## config.mk

```make
export PLATFORM = sky130hd
export DESIGN_NAME = mips_ctrl_fsm
export DESIGN_NICKNAME = d
export VERILOG_FILES = /design/src/rtl/mips_ctrl_pkg.sv /design/src/rtl/mips_decoder.sv /design/src/rtl/mips_ctrl_fsm.sv
export SDC_FILE = /design/constraint.sdc
export NUM_CORES = 1
export LEC_CHECK = 0
export CAP_MARGIN = 0
export CORE_MARGIN = 2
export CORE_UTILIZATION = 41
export DETAILED_ROUTE_END_ITERATION = 16
export PLACE_DENSITY = 0.77
export SETUP_SLACK_MARGIN = 0.15
export SKIP_CTS_REPAIR_TIMING = 1
export SYNTH_ARGS = -nofsm -noshare
export SYNTH_HDL_FRONTEND = slang
export SYNTH_SLANG_ARGS = --single-unit
```

## constraint.sdc

```tcl
create_clock -name clock -period 2.85 [get_ports clock]
set_clock_uncertainty 0.15 [all_clocks]
set_input_delay 0.57 -clock clock [delete_from_list [all_inputs] [get_ports clock]]
set_output_delay 0.57 -clock clock [all_outputs]
set_load 0.01 [all_outputs]
```

## src/rtl/mips_ctrl_pkg.sv

```systemverilog
// Shared encodings for the MIPS control sequencer: opcode/funct values,
// datapath select encodings, the packed control word and the FSM states.
package mips_ctrl_pkg;

    // Primary opcodes (instruction[31:26])
    localparam logic [5:0] OP_RTYPE = 6'h00;
    localparam logic [5:0] OP_J     = 6'h02;
    localparam logic [5:0] OP_JAL   = 6'h03;
    localparam logic [5:0] OP_BEQ   = 6'h04;
    localparam logic [5:0] OP_BNE   = 6'h05;
    localparam logic [5:0] OP_ADDI  = 6'h08;
    localparam logic [5:0] OP_ADDIU = 6'h09;
    localparam logic [5:0] OP_SLTI  = 6'h0A;
    localparam logic [5:0] OP_ANDI  = 6'h0C;
    localparam logic [5:0] OP_ORI   = 6'h0D;
    localparam logic [5:0] OP_LW    = 6'h23;
    localparam logic [5:0] OP_SW    = 6'h2B;

    // R-type function codes (instruction[5:0])
    localparam logic [5:0] FN_SLL  = 6'h00;
    localparam logic [5:0] FN_SRL  = 6'h02;
    localparam logic [5:0] FN_JR   = 6'h08;
    localparam logic [5:0] FN_ADD  = 6'h20;
    localparam logic [5:0] FN_ADDU = 6'h21;
    localparam logic [5:0] FN_SUB  = 6'h22;
    localparam logic [5:0] FN_AND  = 6'h24;
    localparam logic [5:0] FN_OR   = 6'h25;
    localparam logic [5:0] FN_XOR  = 6'h26;
    localparam logic [5:0] FN_NOR  = 6'h27;
    localparam logic [5:0] FN_SLT  = 6'h2A;

    typedef enum logic [3:0] {
        ALU_ADD = 4'd0,
        ALU_SUB = 4'd1,
        ALU_AND = 4'd2,
        ALU_OR  = 4'd3,
        ALU_XOR = 4'd4,
        ALU_NOR = 4'd5,
        ALU_SLT = 4'd6,
        ALU_SLL = 4'd7,
        ALU_SRL = 4'd8
    } alu_ctrl_e;

    typedef enum logic [1:0] {
        PC_PLUS4  = 2'b00,
        PC_BRANCH = 2'b01,
        PC_JUMP   = 2'b10,
        PC_REG    = 2'b11
    } sel_pc_e;

    typedef enum logic [1:0] {
        RES_ALU  = 2'b00,
        RES_DMEM = 2'b01,
        RES_PC4  = 2'b10
    } sel_result_e;

    typedef enum logic [1:0] {
        WA_RT  = 2'b00,
        WA_RD  = 2'b01,
        WA_R31 = 2'b10
    } sel_wa_e;

    // 12-bit datapath control word, MSB first
    typedef struct packed {
        logic        rf_we;
        sel_wa_e     sel_wa;
        logic        sel_alu_b;
        sel_result_e sel_result;
        sel_pc_e     sel_pc;
        alu_ctrl_e   alu_ctrl;
    } ctrl_t;

    localparam ctrl_t CTRL_NOP = '{
        rf_we:      1'b0,
        sel_wa:     WA_RT,
        sel_alu_b:  1'b0,
        sel_result: RES_ALU,
        sel_pc:     PC_PLUS4,
        alu_ctrl:   ALU_ADD
    };

    typedef enum logic [1:0] {
        ST_RUN      = 2'd0,
        ST_MEM_WAIT = 2'd1,
        ST_HALT     = 2'd2
    } state_e;

endpackage

```

## src/rtl/mips_decoder.sv

```systemverilog
// Purely combinational instruction decoder: instruction + zero flag to
// control word, memory-access class and illegal-instruction flag.
module mips_decoder
    import mips_ctrl_pkg::*;
(
    input  logic [31:0] instruction,
    input  logic        zero,
    output ctrl_t       ctrl,
    output logic        is_mem,
    output logic        is_store,
    output logic        illegal
);

    logic [5:0] w_op;
    logic [5:0] w_funct;
    logic       w_unused;

    assign w_op     = instruction[31:26];
    assign w_funct  = instruction[5:0];
    // Register/immediate fields are consumed by the datapath, not here
    assign w_unused = ^instruction[25:6];

    // Decode opcode/funct into the control word; anything unknown is illegal
    always_comb begin
        ctrl     = CTRL_NOP;
        is_mem   = 1'b0;
        is_store = 1'b0;
        illegal  = 1'b0;
        case (w_op)
            OP_RTYPE: begin
                ctrl.rf_we  = 1'b1;
                ctrl.sel_wa = WA_RD;
                case (w_funct)
                    FN_ADD, FN_ADDU: ctrl.alu_ctrl = ALU_ADD;
                    FN_SUB:          ctrl.alu_ctrl = ALU_SUB;
                    FN_AND:          ctrl.alu_ctrl = ALU_AND;
                    FN_OR:           ctrl.alu_ctrl = ALU_OR;
                    FN_XOR:          ctrl.alu_ctrl = ALU_XOR;
                    FN_NOR:          ctrl.alu_ctrl = ALU_NOR;
                    FN_SLT:          ctrl.alu_ctrl = ALU_SLT;
                    FN_SLL:          ctrl.alu_ctrl = ALU_SLL;
                    FN_SRL:          ctrl.alu_ctrl = ALU_SRL;
                    FN_JR: begin
                        ctrl.rf_we  = 1'b0;
                        ctrl.sel_wa = WA_RT;
                        ctrl.sel_pc = PC_REG;
                    end
                    default: begin
                        ctrl    = CTRL_NOP;
                        illegal = 1'b1;
                    end
                endcase
            end
            OP_LW: begin
                ctrl.rf_we      = 1'b1;
                ctrl.sel_alu_b  = 1'b1;
                ctrl.sel_result = RES_DMEM;
                is_mem          = 1'b1;
            end
            OP_SW: begin
                ctrl.sel_alu_b = 1'b1;
                is_mem         = 1'b1;
                is_store       = 1'b1;
            end
            OP_BEQ: begin
                ctrl.alu_ctrl = ALU_SUB;
                if (zero) ctrl.sel_pc = PC_BRANCH;
            end
            OP_BNE: begin
                ctrl.alu_ctrl = ALU_SUB;
                if (!zero) ctrl.sel_pc = PC_BRANCH;
            end
            OP_ADDI, OP_ADDIU: begin
                ctrl.rf_we     = 1'b1;
                ctrl.sel_alu_b = 1'b1;
            end
            OP_ANDI: begin
                ctrl.rf_we     = 1'b1;
                ctrl.sel_alu_b = 1'b1;
                ctrl.alu_ctrl  = ALU_AND;
            end
            OP_ORI: begin
                ctrl.rf_we     = 1'b1;
                ctrl.sel_alu_b = 1'b1;
                ctrl.alu_ctrl  = ALU_OR;
            end
            OP_SLTI: begin
                ctrl.rf_we     = 1'b1;
                ctrl.sel_alu_b = 1'b1;
                ctrl.alu_ctrl  = ALU_SLT;
            end
            OP_J: begin
                ctrl.sel_pc = PC_JUMP;
            end
            OP_JAL: begin
                ctrl.rf_we      = 1'b1;
                ctrl.sel_wa     = WA_R31;
                ctrl.sel_result = RES_PC4;
                ctrl.sel_pc     = PC_JUMP;
            end
            default: begin
                illegal = 1'b1;
            end
        endcase
    end

endmodule

```

## src/rtl/mips_ctrl_fsm.sv

```systemverilog
// Control sequencer: gates commit of decoded instructions, runs the
// data-memory handshake with timeout, and halts on illegal opcodes.
module mips_ctrl_fsm
    import mips_ctrl_pkg::*;
#(
    parameter int MEM_TIMEOUT = 16,
    parameter int CNT_W       = 32
) (
    input  logic             clock,
    input  logic             reset,
    input  logic [31:0]      instruction,
    input  logic             imem_valid,
    input  logic             zero,
    input  logic             dmem_ack,
    output logic [11:0]      ctrl,
    output logic             pc_en,
    output logic             dmem_req,
    output logic             dmem_we,
    output logic             halted,
    output logic             illegal_instr,
    output logic             bus_error,
    output logic [CNT_W-1:0] retired
);

    localparam int              WAIT_W    = (MEM_TIMEOUT > 1) ? $clog2(MEM_TIMEOUT) : 1;
    localparam logic [WAIT_W-1:0] WAIT_LAST = WAIT_W'(MEM_TIMEOUT - 1);

    state_e             r_state;
    state_e             w_state_next;
    logic [WAIT_W-1:0]  r_wait_cnt;
    logic               r_illegal;
    logic               r_bus_error;
    logic [CNT_W-1:0]   r_retired;

    ctrl_t              w_dec_ctrl;
    ctrl_t              w_ctrl;
    logic               w_is_mem;
    logic               w_is_store;
    logic               w_illegal;
    logic               w_take_illegal;
    logic               w_timeout;

    mips_decoder u_decoder (
        .instruction (instruction),
        .zero        (zero),
        .ctrl        (w_dec_ctrl),
        .is_mem      (w_is_mem),
        .is_store    (w_is_store),
        .illegal     (w_illegal)
    );

    assign w_take_illegal = (r_state == ST_RUN) && imem_valid && w_illegal;
    // Ack in the final wait cycle still completes the access
    assign w_timeout      = (r_state == ST_MEM_WAIT) && !dmem_ack && (r_wait_cnt == WAIT_LAST);

    // State register
    always_ff @(posedge clock or posedge reset) begin
        if (reset) r_state <= ST_RUN;
        else       r_state <= w_state_next;
    end

    // Next-state logic
    always_comb begin
        w_state_next = r_state;
        case (r_state)
            ST_RUN: begin
                if (w_take_illegal)             w_state_next = ST_HALT;
                else if (imem_valid && w_is_mem) w_state_next = ST_MEM_WAIT;
            end
            ST_MEM_WAIT: begin
                if (dmem_ack)       w_state_next = ST_RUN;
                else if (w_timeout) w_state_next = ST_HALT;
            end
            ST_HALT:  w_state_next = ST_HALT;
            default:  w_state_next = ST_RUN;
        endcase
    end

    // Mealy outputs; write-back and PC advance are held back until commit
    always_comb begin
        w_ctrl   = CTRL_NOP;
        pc_en    = 1'b0;
        dmem_req = 1'b0;
        dmem_we  = 1'b0;
        halted   = 1'b0;
        case (r_state)
            ST_RUN: begin
                if (imem_valid && !w_illegal) begin
                    w_ctrl = w_dec_ctrl;
                    if (w_is_mem) begin
                        w_ctrl.rf_we = 1'b0;
                        dmem_req     = 1'b1;
                        dmem_we      = w_is_store;
                    end else begin
                        pc_en = 1'b1;
                    end
                end
            end
            ST_MEM_WAIT: begin
                w_ctrl   = w_dec_ctrl;
                dmem_req = 1'b1;
                dmem_we  = w_is_store;
                if (dmem_ack) pc_en = 1'b1;
                else          w_ctrl.rf_we = 1'b0;
            end
            ST_HALT: halted = 1'b1;
            default: ;
        endcase
    end

    // Wait counter, sticky halt causes and saturating retire counter
    always_ff @(posedge clock or posedge reset) begin
        if (reset) begin
            r_wait_cnt  <= '0;
            r_illegal   <= 1'b0;
            r_bus_error <= 1'b0;
            r_retired   <= '0;
        end else begin
            if (r_state == ST_MEM_WAIT && !dmem_ack) r_wait_cnt <= r_wait_cnt + 1'b1;
            else                                     r_wait_cnt <= '0;
            if (w_take_illegal) r_illegal   <= 1'b1;
            if (w_timeout)      r_bus_error <= 1'b1;
            if (pc_en && (r_retired != {CNT_W{1'b1}})) r_retired <= r_retired + 1'b1;
        end
    end

    assign ctrl          = w_ctrl;
    assign illegal_instr = r_illegal;
    assign bus_error     = r_bus_error;
    assign retired       = r_retired;

endmodule

```

-- Word-level counts from Yosys, hierarchy flattened
Cells that the tools add are included.
W data, S select, Z words.
- word-level logic and storage cells: 91
- input port bits: 37
- output and inout port bits: 50
- register bits after elaboration: 40
- eq/ne operators: 27
- reduce and logical (&&, ||, !) cells: 21
- multiplexer cells: 36
- add/subtract/negate cells: 2
- operators with widths (cell ; count):
    $eq A6 B6 Y1 const B ; 10
    $eq A6 B4 Y1 const B ; 6
    $add A32 B1 Y32 const B ; 1
    $ne A32 B32 Y1 const B ; 1
    $pmux W4 S8 ; 1
    $pmux W12 S2 ; 1
    $reduce_or A11 Y1 ; 2
    $pmux W4 S5 ; 1
    $eq A6 B2 Y1 const B ; 3
    $mux W1 ; 16
    $reduce_or A7 Y1 ; 2
    $eq A6 B3 Y1 const B ; 2
    $logic_not A6 Y1 ; 2
    $mux W12 ; 1
    $mux W2 ; 5
    $pmux W1 S2 ; 5
    $reduce_or A10 Y1 ; 1
    $pmux W2 S2 ; 2
    $pmux W2 S4 ; 1
    $logic_and A1 B1 Y1 ; 7
    $pmux W2 S3 ; 1
    $reduce_or A2 Y1 ; 3
    $add A4 B1 Y4 const B ; 1
    $eq A4 B4 Y1 const B ; 1
    9 further kinds ; 10

-- Depth between registers and ports, before layout
Gate-level depths: netlist of the first run.
- word-level depth: 9
- depth in mapped cells: 9
- depth with buffers taken out: 7

-- Cells and area by module
Synthesis of the first run repeated with hierarchy kept, for this count alone.
- cells, all modules: 270
- area total of the unflattened synthesis: 2483.6 um2
- modules (own cells, without submodules) (module ; times used ; area each (um2) ; sequential area each (um2) ; cells each):
    mips_ctrl_fsm ; 1 ; 2021.9 ; 1001.0 ; 197
    mips_decoder ; 1 ; 461.7 ; 0.0 ; 73

-- Worst setup path after synthesis of the first run
No wires, ideal clock.
- path type: input to output
- start: input port instruction[1]
- end: output port ctrl[4]
- path buffers: 1
- arrival time: 2.235 ns
- required time: 2.130 ns
- path slack: -0.105 ns
- stages: 7
- path through: buf_2 -> nor2b_1 -> o32ai_1 -> nor3_2 -> o41ai_1 -> nand2_1 -> nor4_1
- word-level cells in the longest chain between the ends: 8
- elaborated cells between the ends (all ways): 20
- those cells by class: 10 x eq/ne; 6 x mux; 4 x reduce/logical
- ends and longest elaborated chain (element ; RTL line ; source):
    start: declaration ; mips_ctrl_fsm.sv:11 ; input logic [31:0] instruction,
    $eq A6 B6 Y1 (tied with other cells) ; mips_decoder.sv:33 ; case (w_funct)
    $reduce_or A11 Y1 (no line) ; n/a ;
    $mux W1 ; mips_decoder.sv:33 ;
    $pmux W1 S2 ; mips_decoder.sv:29 ; case (w_op)
    $logic_not A1 Y1 ; mips_ctrl_fsm.sv:88 ; if (imem_valid && !w_illegal) begin
    $logic_and A1 B1 Y1 ; mips_ctrl_fsm.sv:88 ;
    $mux W12 ; mips_ctrl_fsm.sv:88 ;
    $pmux W12 S2 * ; mips_ctrl_fsm.sv:86 ; case (r_state)
    end: declaration ; mips_ctrl_fsm.sv:15 ; output logic [11:0] ctrl,
Mark *: on every way between the ends. The rest lies on a longest branch, timed or not.

-- Worst setup path in the final report of the first run
- start: input port instruction[2]
- end: output port ctrl[5]
Same word-level chain as after synthesis.

==> impl_results.md, run 1 <==
* Status: finished with violations
* Failing checks: negative setup slack
* Synth area leaders: dfrtp_1, xnor2_1, nand3_1, nand4_1, nor2_1
* Number of diodes at 0
* GR Util met1 at 0.271
* Worst min path class: reg2reg
* Final Cycle Share at 1.18
* Syn avg cell area at between 9 and 10 um2
* GR peak layer: met2
* Clk slew on worst S/H paths at around 0.070 ns
* RSZ-0062 raised after global routing: yes
* Core Box Area at 5610 um2
* Post-placement cell count at 434
* Yosys top cell area share at 0.414
* Hold Startpoint: bus_error$_DFFE_PP0P_
* Switching share of power at 0.234
* CTS tree: yes
* Final core utilization at 0.716
* Wire per inst at 16.1 um
* Crit path depth at 10
* M3 GR Usage at 0.0300
* Final hold vios at 0
* R2R depth at 7
* PwrDens at ~300 nW/um2
* Main flop type after synthesis: dfrtp_1
* CTS Buf Count at 5
* Port Buffers at 66
* Register area share after synthesis at 0.414
* Total number of yosys warnings at 0
* Slew headroom at 0.664
* Root buf cell: clkbuf_8
* Initial antenna violation count at 0
* Distinct cells, synth at 45
* First-pass GRT wire length at 10,200 um
* Row cnt at 27
* Setup_tns at -3.69 ns
* Ports at 87
* Iter 0 DRT Violations at 179
* Crit-path max cell delay at 0.40 ns
* GRT Total Usage at 0.197
* Antenna Nets Post-Route at 0
* Share of layout cells above drive strength 1 at 0.324
* Synth Instances at 265
* Synthesized area at about 2400 um2
* Vias in the first global route at 2,218
* Worst Setup SP: instruction[2]
* Die Wd at roughly 81 um
* Commonest cells post-synth: dfrtp_1, xnor2_1, nand3_1, nor2_1, nand2_1
* Slew @ Worst Pin at 0.505 ns
* Setup ws final at -0.524 ns
* Met2 usage at 0.330
* RR Endpoint: retired[5]$_DFFE_PP0P_
* Final Slew Violations at 0
* Internal at between 0.0009 and 0.001 W
* Post-synth top area cell: dfrtp_1
* Hold Path Stages at 1
* Final setup viols at 17
* Largest net degree at the start of global routing at 41
* Die ar. at between 6000 and 7000 um2
* EDFF count, synth at 0
* DR vias/cell at between 5 and 6
* Clock group share of total power at 0.378
* Nets at 427
* Placer Congestion at 0.891
* Min Tclk post-route at 3.37 ns
* WHS Endpoint: bus_error$_DFFE_PP0P_
* Synth async-reset ratio at 1.00
* Crit path cell chain: buf_8 > or3b_4 > nor4_4 > nor3_4 > o41ai_4 > nand2_2 > buf_6 > buf_6 > nor4_4 > buf_2
* Sequential share of power at 0.481
* Grt ovf at 0
* Leakage dissipation at between 1.5 and 2 nW
* Initial Utilization at 0.431
* Top delay family on crit path: simple AND/OR/NAND/NOR gates
* CP bufs+invs at 4
* VDD IR max at 0.242 mV
* Slowest cell on the critical path: or3b_4
* Synth Register Bits at 40
* Post-detailed-placement half-perimeter wirelength at 4640 um
* Syn nets at 304
* Cell with the most instances after synthesis: dfrtp_1
* WP data arrival at 2.65 ns
* # DRC at 0
* Final wirelength at 7420 um
* Critical Path End Type: output port
* Combinational power share at 0.141
* NetSw at 0.000281 W
* Worst EP required at 2.13 ns
* Fin cells at 461
* R2R Setup Slk at 0.44 ns
* DR vias at roughly 2,500
* Die H at 80.8 um
* Clock tree buffer depth at 2
* Critical path launch point type: input port
* Reg2reg start: retired[3]$_DFFE_PP0P_
* MaxCap Viol Count at 0
* First-pass DRT Iterations at 6
* Clk_lat worst skew at 0.29 ns
* Area growth syn-to-layout at 66.1%
* CP Class: in2out
* Max frequency at 296 MHz
* Critical-path maximum fanout at 4
* Clk sinks at 40
* Worst slack, placed at -0.995 ns
* CTS H-Tree Depth at 2
worst max path at each step:
stage	end	slack (ns)
after floorplan	ctrl[11]	0.01
after global placement	ctrl[5]	-0.96
after detailed placement	ctrl[6]	-1.0
after CTS	ctrl[6]	-1.0
after global routing	ctrl[5]	-0.64
final	ctrl[5]	-0.52
final cells by class:
type | count | area [um2]
Clock buffer | 6 | 72.6
Fill cell | 410 | 1590
Clock inverter | 2 | 35.0
Multi-Input combinational cell | 206 | 1610
Tap cell | 72 | 90.1
Inverter | 6 | 22.5
Timing Repair Buffer | 129 | 1190
Sequential cell | 40 | 1000
layout by cell type (no fill, tap or decap), types with 3 or more instances in the layout:
| cell | instances |
|---|---|
| xnor2_1 | 27 |
| nor2_1 | 20 |
| buf_8 | 3 |
| nand2b_1 | 6 |
| nand3_4 | 4 |
| nor3_4 | 3 |
| nand3_1 | 14 |
| nor3_1 | 3 |
| nand2_1 | 19 |
| dfrtp_1 | 40 |
| a21oi_1 | 8 |
| a31oi_1 | 4 |
| buf_6 | 9 |
| clkbuf_8 | 5 |
| nand3_2 | 6 |
| and4_1 | 6 |
| and2_1 | 5 |
| xnor2_2 | 4 |
| dlymetal6s2s_1 | 10 |
| clkdlybuf4s50_1 | 39 |
| nand4_1 | 16 |
| nor4_4 | 4 |
| and3_1 | 12 |
| o21ai_0 | 3 |
| buf_4 | 53 |
| inv_1 | 6 |
| nor2b_1 | 3 |
| nand2_2 | 3 |
| buf_2 | 11 |
registers in the layout (all words and copies together), names as in the netlist:
| name | cells |
|---|---|
| retired | 32 |
| r_state | 2 |
| r_wait_cnt | 4 |
| bus_error | 1 |
| illegal_instr | 1 |
power by group through the flow:
| stage | registers (W) | logic, W | clock network [W] |
|---|---|---|---|
| 3_5_place_dp | 0.000588 | 0.000145 | 0 |
| 3_3_place_gp | 0.000588 | 0.000144 | 0 |
| 4_1_cts | 0.000577 | 0.000146 | 0.000468 |
| 6_report | 0.000577 | 0.000169 | 0.000454 |
| 2_1_floorplan | 0.000591 | 0.0000578 | 0 |
| 5_1_grt | 0.000578 | 0.000181 | 0.000488 |
metrics by stage:
| stage | power [W] | hold WS, ns | area [um2] |
|---|---|---|---|
| after floorplan | 0.000648 | 0.283 | 2500 |
| after global placement | 0.000732 | 0.303 | 3510 |
| after detailed placement | 0.000733 | 0.309 | 3510 |
| after CTS | 0.00119 | 0.326 | 3620 |
| after global routing | 0.00125 | 0.352 | 4020 |
| final | 0.00120 | 0.321 | 4020 |
metal layers:
metal	wire [um]	vias up
li1	-	1195
met1	3270	1233
met2	3590	95
met3	403	15
met4	148	0
met5	0	-
cell families after synthesis:
family,synth area share
compound gates,0.0870
xor+xnor,0.120
fa+ha+maj,0.0104
buf+inv,0.0399
flops,0.414
mux,0.0129
simple gates,0.316
(Power assumes the default switching activity.)
==> run 2, diff against run 1 <==
--- a/config.mk
+++ b/config.mk
@@ -7,9 +7,11 @@
 export LEC_CHECK = 0
 export CAP_MARGIN = 0
 export CORE_MARGIN = 2
-export CORE_UTILIZATION = 41
+export CORE_UTILIZATION = 42
+export CTS_BUF_LIST = sky130_fd_sc_hd__clkbuf_8
 export DETAILED_ROUTE_END_ITERATION = 16
-export PLACE_DENSITY = 0.77
+export GPL_TIMING_DRIVEN = 0
+export PLACE_DENSITY = 0.79
 export SETUP_SLACK_MARGIN = 0.15
 export SKIP_CTS_REPAIR_TIMING = 1
 export SYNTH_ARGS = -nofsm -noshare
==> impl_results.md, run 2 (synthesized netlist as in run 1, its figures left out) <==
* Critical-path maximum fanout at 3 (was 4)
* Initial Utilization at 0.436 (was 0.431)
* DP Area at 3200 um2 (was 3510 um2)
* CP bufs+invs at 5 (was 4)
* # DRC at 0 (unchanged)
* Largest register FFs at 32 (unchanged)
* Vias in the first global route at 2,114 (was 2,218)
* VDD IR max at 0.294 mV (was 0.242 mV)
* Failing checks: negative setup slack (unchanged)
* Grt ovf at 0 (unchanged)
* Critical Path End Type: output port (unchanged)
* Final wirelength at 6250 um (was 7420 um)
* Die Wd at 79.9 um (was 80.8 um)
* Min Tclk post-route at 3.34 ns (was 3.37 ns)
* Clk_lat worst skew at 0.28 ns (was 0.29 ns)
* R2R Setup Slk at 0.35 ns (was 0.44 ns)
* Leakage dissipation at 1.50 nW (was 1.78 nW)
* CTS H-Tree Depth at 2 (unchanged)
* Final setup viols at 14 (was 17)
* RR Endpoint: retired[6]$_DFFE_PP0P_ (was retired[5]$_DFFE_PP0P_)
* Hold Path Stages at 1 (unchanged)
* First-pass GRT wire length at 9600 um (was 10,200 um)
* Iter 0 DRT Violations at 141 (was 179)
* Number of diodes at 0 (unchanged)
* Worst EP required at 2.13 ns (about the same)
* Root buf cell: clkbuf_8 (unchanged)
* CP Class: in2out (unchanged)
* Final Cycle Share at 1.17 (was 1.18)
* WP data arrival at 2.62 ns (was 2.65 ns)
* Post-detailed-placement half-perimeter wirelength at 4290 um (was 4640 um)
* GRT Total Usage at 0.187 (was 0.197)
* First-pass DRT Iterations at 4 (was 6)
* Crit path cell chain: buf_8 > or3b_4 > nor4_4 > nor3_4 > buf_4 > buf_4 > o41ai_4 > buf_6 > and3_4 > buf_6 (was buf_8 > or3b_4 > nor4_4 > nor3_4 > o41ai_4 > nand2_2 > buf_6 > buf_6 > nor4_4 > buf_2)
* Clock tree buffer depth at 2 (unchanged)
* MaxCap Viol Count at 0 (unchanged)
* Largest net degree at the start of global routing at 41 (unchanged)
* Clk sinks at 40 (unchanged)
* Ports at 87 (unchanged)
* Critical path launch point type: input port (unchanged)
* Max frequency at 299 MHz (was 296 MHz)
* Port Buffers at 61 (was 66)
* Setup ws final at -0.489 ns (was -0.524 ns)
* Nets at 391 (was 427)
* Die H at 79.9 um (was 80.8 um)
* Placer Congestion at 0.880 (was 0.891)
* Slew @ Worst Pin at 0.811 ns (was 0.505 ns)
* Final Slew Violations at 0 (unchanged)
* Clk slew on worst S/H paths at 0.07 ns (about the same)
* CTS Buf Count at 5 (unchanged)
* PwrDens at 335 nW/um2 (was 299 nW/um2)
* Antenna Nets Post-Route at 0 (unchanged)
* Commonest non-fill, non-tap cells in the layout: dfrtp_1, clkdlybuf4s50_1, xnor2_1 (was buf_4, dfrtp_1, clkdlybuf4s50_1)
* Share of layout cells above drive strength 1 at 0.244 (was 0.324)
* RSZ-0062 raised after global routing: yes (unchanged)
* Initial antenna violation count at 0 (unchanged)
* Cell area after layout at 3570 um2 (was 4020 um2)
* DR vias at 2,310 (was 2,538)
* Final core utilization at 0.644 (was 0.716)
* Top delay family on crit path: simple AND/OR/NAND/NOR gates (unchanged)
* Final hold vios at 0 (unchanged)
* Slowest cell on the critical path: or3b_4 (unchanged)
* Crit-path max cell delay at 0.41 ns (was 0.40 ns)
* Slew headroom at 0.458 (was 0.664)
* Reg2reg start: retired[3]$_DFFE_PP0P_ (unchanged)
* DR vias/cell at 5.44 (was 5.51)
* Row cnt at 27 (unchanged)
* FILL cells at 435 (was 410)
* R2R depth at 9 (was 7)
* Die ar. at 6380 um2 (was 6530 um2)
* Hold Startpoint: illegal_instr$_DFFE_PP0P_ (was bus_error$_DFFE_PP0P_)
* Wire per inst at 14.7 um (was 16.1 um)
* Status: finished with violations (unchanged)
* WHS Endpoint: illegal_instr$_DFFE_PP0P_ (was bus_error$_DFFE_PP0P_)
* Core Box Area at 5540 um2 (was 5610 um2)
* Worst min path class: reg2reg (unchanged)
* CTS tree: yes (unchanged)
* Area growth syn-to-layout at 47.6% (was 66.1%)
[run 2: power by group]
part	total (W)	internal [W]	switching [W]	leakage, nW
clock network	0.000498	0.000309	0.000189	0.0645
logic	0.000120	0.0000519	0.0000683	0.886
registers	0.000577	0.000573	0.00000471	0.546
[run 2: worst reg2reg max path: cells and delay by family, from the launching register on]
kind	cells	cell delay (ns)
xor gates and xnor gates	1	0.15
buffers and inverters	3	0.59
DFF	1	0.45
and+or+nand+nor	5	1.05
[run 2: per-layer routing]
metal / part of all wire / GRT usage / up-vias
met5: 0 / 0 / -
met4: 0.0069 / 0.0356 / 0
met3: 0.053 / 0.0351 / 4
met2: 0.48 / 0.304 / 68
met1: 0.46 / 0.262 / 1110
li1: - / - / 1128
[run 2: area by class of cell]
class	count	area, um2	share of cell area
repair buffers	80	747	0.209
multi-input cells	206	1490	0.418
plain buffers	13	88.8	0.0249
inverters	6	22.5	0.00631
well taps	72	90.1	0.0253
clock buffers	7	96.3	0.0270
flip-flops and latches	40	1000	0.281
clock inverters	1	30.0	0.00842
[run 2: through the flow]
| stage | power, W | cells | hold WS (ns) | setup WS [ns] | setup TNS, ns |
|---|---|---|---|---|---|
| floorplan | 0.000648 | 265 | 0.283 | 0.0139 | 0 |
| global placement | 0.000693 | 398 | 0.303 | -1.31 | -27.64 |
| detailed placement | 0.000695 | 398 | 0.306 | -1.34 | -29.28 |
| CTS | 0.00119 | 406 | 0.328 | -1.35 | -20.01 |
| global route | 0.00124 | 425 | 0.340 | -0.541 | -5.78 |
| finish | 0.00120 | 425 | 0.320 | -0.489 | -4.24 |
[run 2: worst max-delay path by stage]
stage,start,end,cells after the start
after floorplan,instruction[0],ctrl[11],6
after global placement,instruction[3],ctrl[11],8
after detailed placement,instruction[3],ctrl[11],8
after CTS,instruction[3],ctrl[11],8
after global routing,instruction[2],ctrl[4],10
final,instruction[2],ctrl[11],10
==> run 3, diff against run 2 <==
--- a/config.mk
+++ b/config.mk
@@ -13,7 +13,6 @@
 export GPL_TIMING_DRIVEN = 0
 export PLACE_DENSITY = 0.79
 export SETUP_SLACK_MARGIN = 0.15
-export SKIP_CTS_REPAIR_TIMING = 1
 export SYNTH_ARGS = -nofsm -noshare
 export SYNTH_HDL_FRONTEND = slang
 export SYNTH_SLANG_ARGS = --single-unit
==> impl_results.md, run 3 (synthesized netlist as in run 1, its figures left out) <==
* Antenna Nets Post-Route at 0 (unchanged)
* Post-detailed-placement half-perimeter wirelength at 4290 um (unchanged)
* PwrDens at 337 nW/um2 (was 335 nW/um2)
* Slew headroom at 0.461 (was 0.458)
* Die Wd at 79.9 um (unchanged)
* FILL cells at 447 (was 435)
* GRT Total Usage at 0.199 (was 0.187)
* Wire per inst at 15.3 um (was 14.7 um)
* Vias in the first global route at 2,256 (was 2,114)
* Iter 0 DRT Violations at 191 (was 141)
* DP Area at 3200 um2 (unchanged)
* Reg2reg start: retired[3]$_DFFE_PP0P_ (unchanged)
* Max frequency at 324 MHz (was 299 MHz)
* Slowest cell on the critical path: or3b_4 (unchanged)
* RR Endpoint: retired[10]$_DFFE_PP0P_ (was retired[6]$_DFFE_PP0P_)
* Grt ovf at 0 (unchanged)
* R2R Setup Slk at 0.38 ns (was 0.35 ns)
* Final Slew Violations at 0 (unchanged)
* Top delay family on crit path: simple AND/OR/NAND/NOR gates (unchanged)
* RSZ-0062 raised after global routing: yes (unchanged)
* VDD IR max at 0.301 mV (was 0.294 mV)
* WP data arrival at 2.36 ns (was 2.62 ns)
* Most used cell, CP: nor4_4
* Final hold vios at 0 (unchanged)
* Slew @ Worst Pin at 0.807 ns (was 0.811 ns)
* Die H at 79.9 um (unchanged)
* Hold Path Stages at 1 (unchanged)
* First-pass GRT wire length at 10,200 um (was 9600 um)
* DR vias at 2,325 (was 2,310)
* Clk_lat worst skew at 0.29 ns (was 0.28 ns)
* Area growth syn-to-layout at 49.0% (was 47.6%)
* Fin cells at 428 (was 425)
* MaxCap Viol Count at 0 (unchanged)
* Clk slew on worst S/H paths at 0.07 ns (about the same)
* Final Cycle Share at 1.08 (was 1.17)
* Worst EP required at 2.13 ns (about the same)
* Clk sinks at 40 (unchanged)
* Leakage dissipation at 1.54 nW (was 1.50 nW)
* Commonest non-fill, non-tap cells in the layout: dfrtp_1, clkdlybuf4s50_1, xnor2_1 (unchanged)
* CP Class: in2out (unchanged)
* Port Buffers at 61 (unchanged)
* Critical path launch point type: input port (unchanged)
* Failing checks: negative setup slack (unchanged)
* Row cnt at 27 (unchanged)
* Crit path cell chain: buf_8 > or3b_4 > nor4_4 > nor3_4 > o41ai_2 > buf_4 > nand2b_4 > nor4_4 > buf_2 (was buf_8 > or3b_4 > nor4_4 > nor3_4 > buf_4 > buf_4 > o41ai_4 > buf_6 > and3_4 > buf_6)
* Final wirelength at 6540 um (was 6250 um)
* Post-placement cell count at 398 (unchanged)
* Commonest non-fill, non-tap cell in the layout: dfrtp_1
* Nets at 394 (was 391)
* Largest net degree at the start of global routing at 41 (unchanged)
* Largest register FFs at 32 (unchanged)
* Multi-input gate area at 1530 um2 (was 1490 um2)
* Status: finished with violations (unchanged)
* Placer Congestion at 0.880 (unchanged)
* Die ar. at 6380 um2 (unchanged)
* Critical-path maximum fanout at 3 (unchanged)
* Final setup viols at 11 (was 14)
* Number of diodes at 0 (unchanged)
* Initial Utilization at 0.436 (unchanged)
* First-pass DRT Iterations at 4 (unchanged)
* WHS Endpoint: illegal_instr$_DFFE_PP0P_ (unchanged)
* Crit-path max cell delay at 0.41 ns (about the same)
* Hold slack at 0.320 ns (about the same)
* Hold Startpoint: illegal_instr$_DFFE_PP0P_ (unchanged)
* Initial antenna violation count at 0 (unchanged)
* Root buf cell: clkbuf_8 (unchanged)
* R2R depth at 9 (unchanged)
* Worst min path class: reg2reg (unchanged)
* Core Box Area at 5540 um2 (unchanged)
* Tot Pwr at 0.00121 W (was 0.00120 W)
* CP bufs+invs at 3 (was 5)
* Ports at 87 (unchanged)
* Reg area at 1000 um2 (unchanged)
* Critical Path End Type: output port (unchanged)
* DR vias/cell at 5.43 (was 5.44)
* # DRC at 0 (unchanged)
* CTS H-Tree Depth at 2 (unchanged)
* Worst slack, placed at -1.34 ns (unchanged)
* Setup ws final at -0.235 ns (was -0.489 ns)
* CTS Buf Count at 5 (unchanged)
* CTS tree: yes (unchanged)
* Min Tclk post-route at 3.08 ns (was 3.34 ns)
* Cell area after layout at 3600 um2 (was 3570 um2)
* Share of layout cells above drive strength 1 at 0.272 (was 0.244)
* Clock tree buffer depth at 2 (unchanged)
run 3: changes by cell type in the layout (fill, tap and decap cells not counted), moves of 2 or more:
cell	before	now
nand3_2	3	1
dlymetal6s2s_1	3	1
buf_4	14	18
buf_6	9	14
nor3_2	0	2
clkdlybuf4s50_1	40	38
nand3_1	21	23
nor2b_4	0	2
run 3: how the worst max path moves through the flow:
stage | startpoint | endpoint | slack, ns | cells past startpoint
finish | instruction[2] | ctrl[6] | -0.23 | 9
detailed placement | instruction[3] | ctrl[11] | -1.34 | 8
floorplan | instruction[0] | ctrl[11] | 0.01 | 6
CTS | instruction[2] | ctrl[4] | -0.28 | 9
global placement | instruction[3] | ctrl[11] | -1.31 | 8
global route | instruction[2] | ctrl[6] | -0.31 | 9
run 3: metal layers:
metal	routed length (um)	vias up	part of all wire	global-route usage
met5	0	-	0	0
met4	125	0	0.019	0.0458
met3	307	10	0.047	0.0373
met2	3150	63	0.48	0.333
met1	2960	1122	0.45	0.269
li1	-	1130	-	-
run 3: layout make-up:
class / instances / share of cell area
multi-input combinational: 206 / 0.426
sequential: 40 / 0.278
timing repair buffer: 83 / 0.203
clock buffer: 7 / 0.0268
buffer: 13 / 0.0268
tap: 72 / 0.0250
clock inverter: 1 / 0.00834
inverter: 6 / 0.00625
run 3: per-stage QoR:
| step | setup TNS, ns | util |
|---|---|---|
| floorplan | 0 | - |
| CTS | -2.94 | 0.621 |
| global route | -1.97 | 0.650 |
| global placement | -27.64 | 0.578 |
| detailed placement | -29.28 | 0.578 |
| finish | -1.25 | 0.650 |
run 3: repair_timing:
action	4_1_cts	5_1_grt
endpoints found under the hold margin	0	0
hold buffers	0	0
resized for setup	90	54
setup buffers	11	11
endpoints found under the setup margin	47	34
pin swaps	14	11
run 3: where the power goes:
group / internal (W) / leakage, nW / switching (W)
Clock: 0.000309 / 0.0645 / 0.000192
Combinational: 0.0000621 / 0.927 / 0.0000737
Sequential: 0.000573 / 0.546 / 0.00000465
Total: 0.000944 / 1.54 / 0.000271
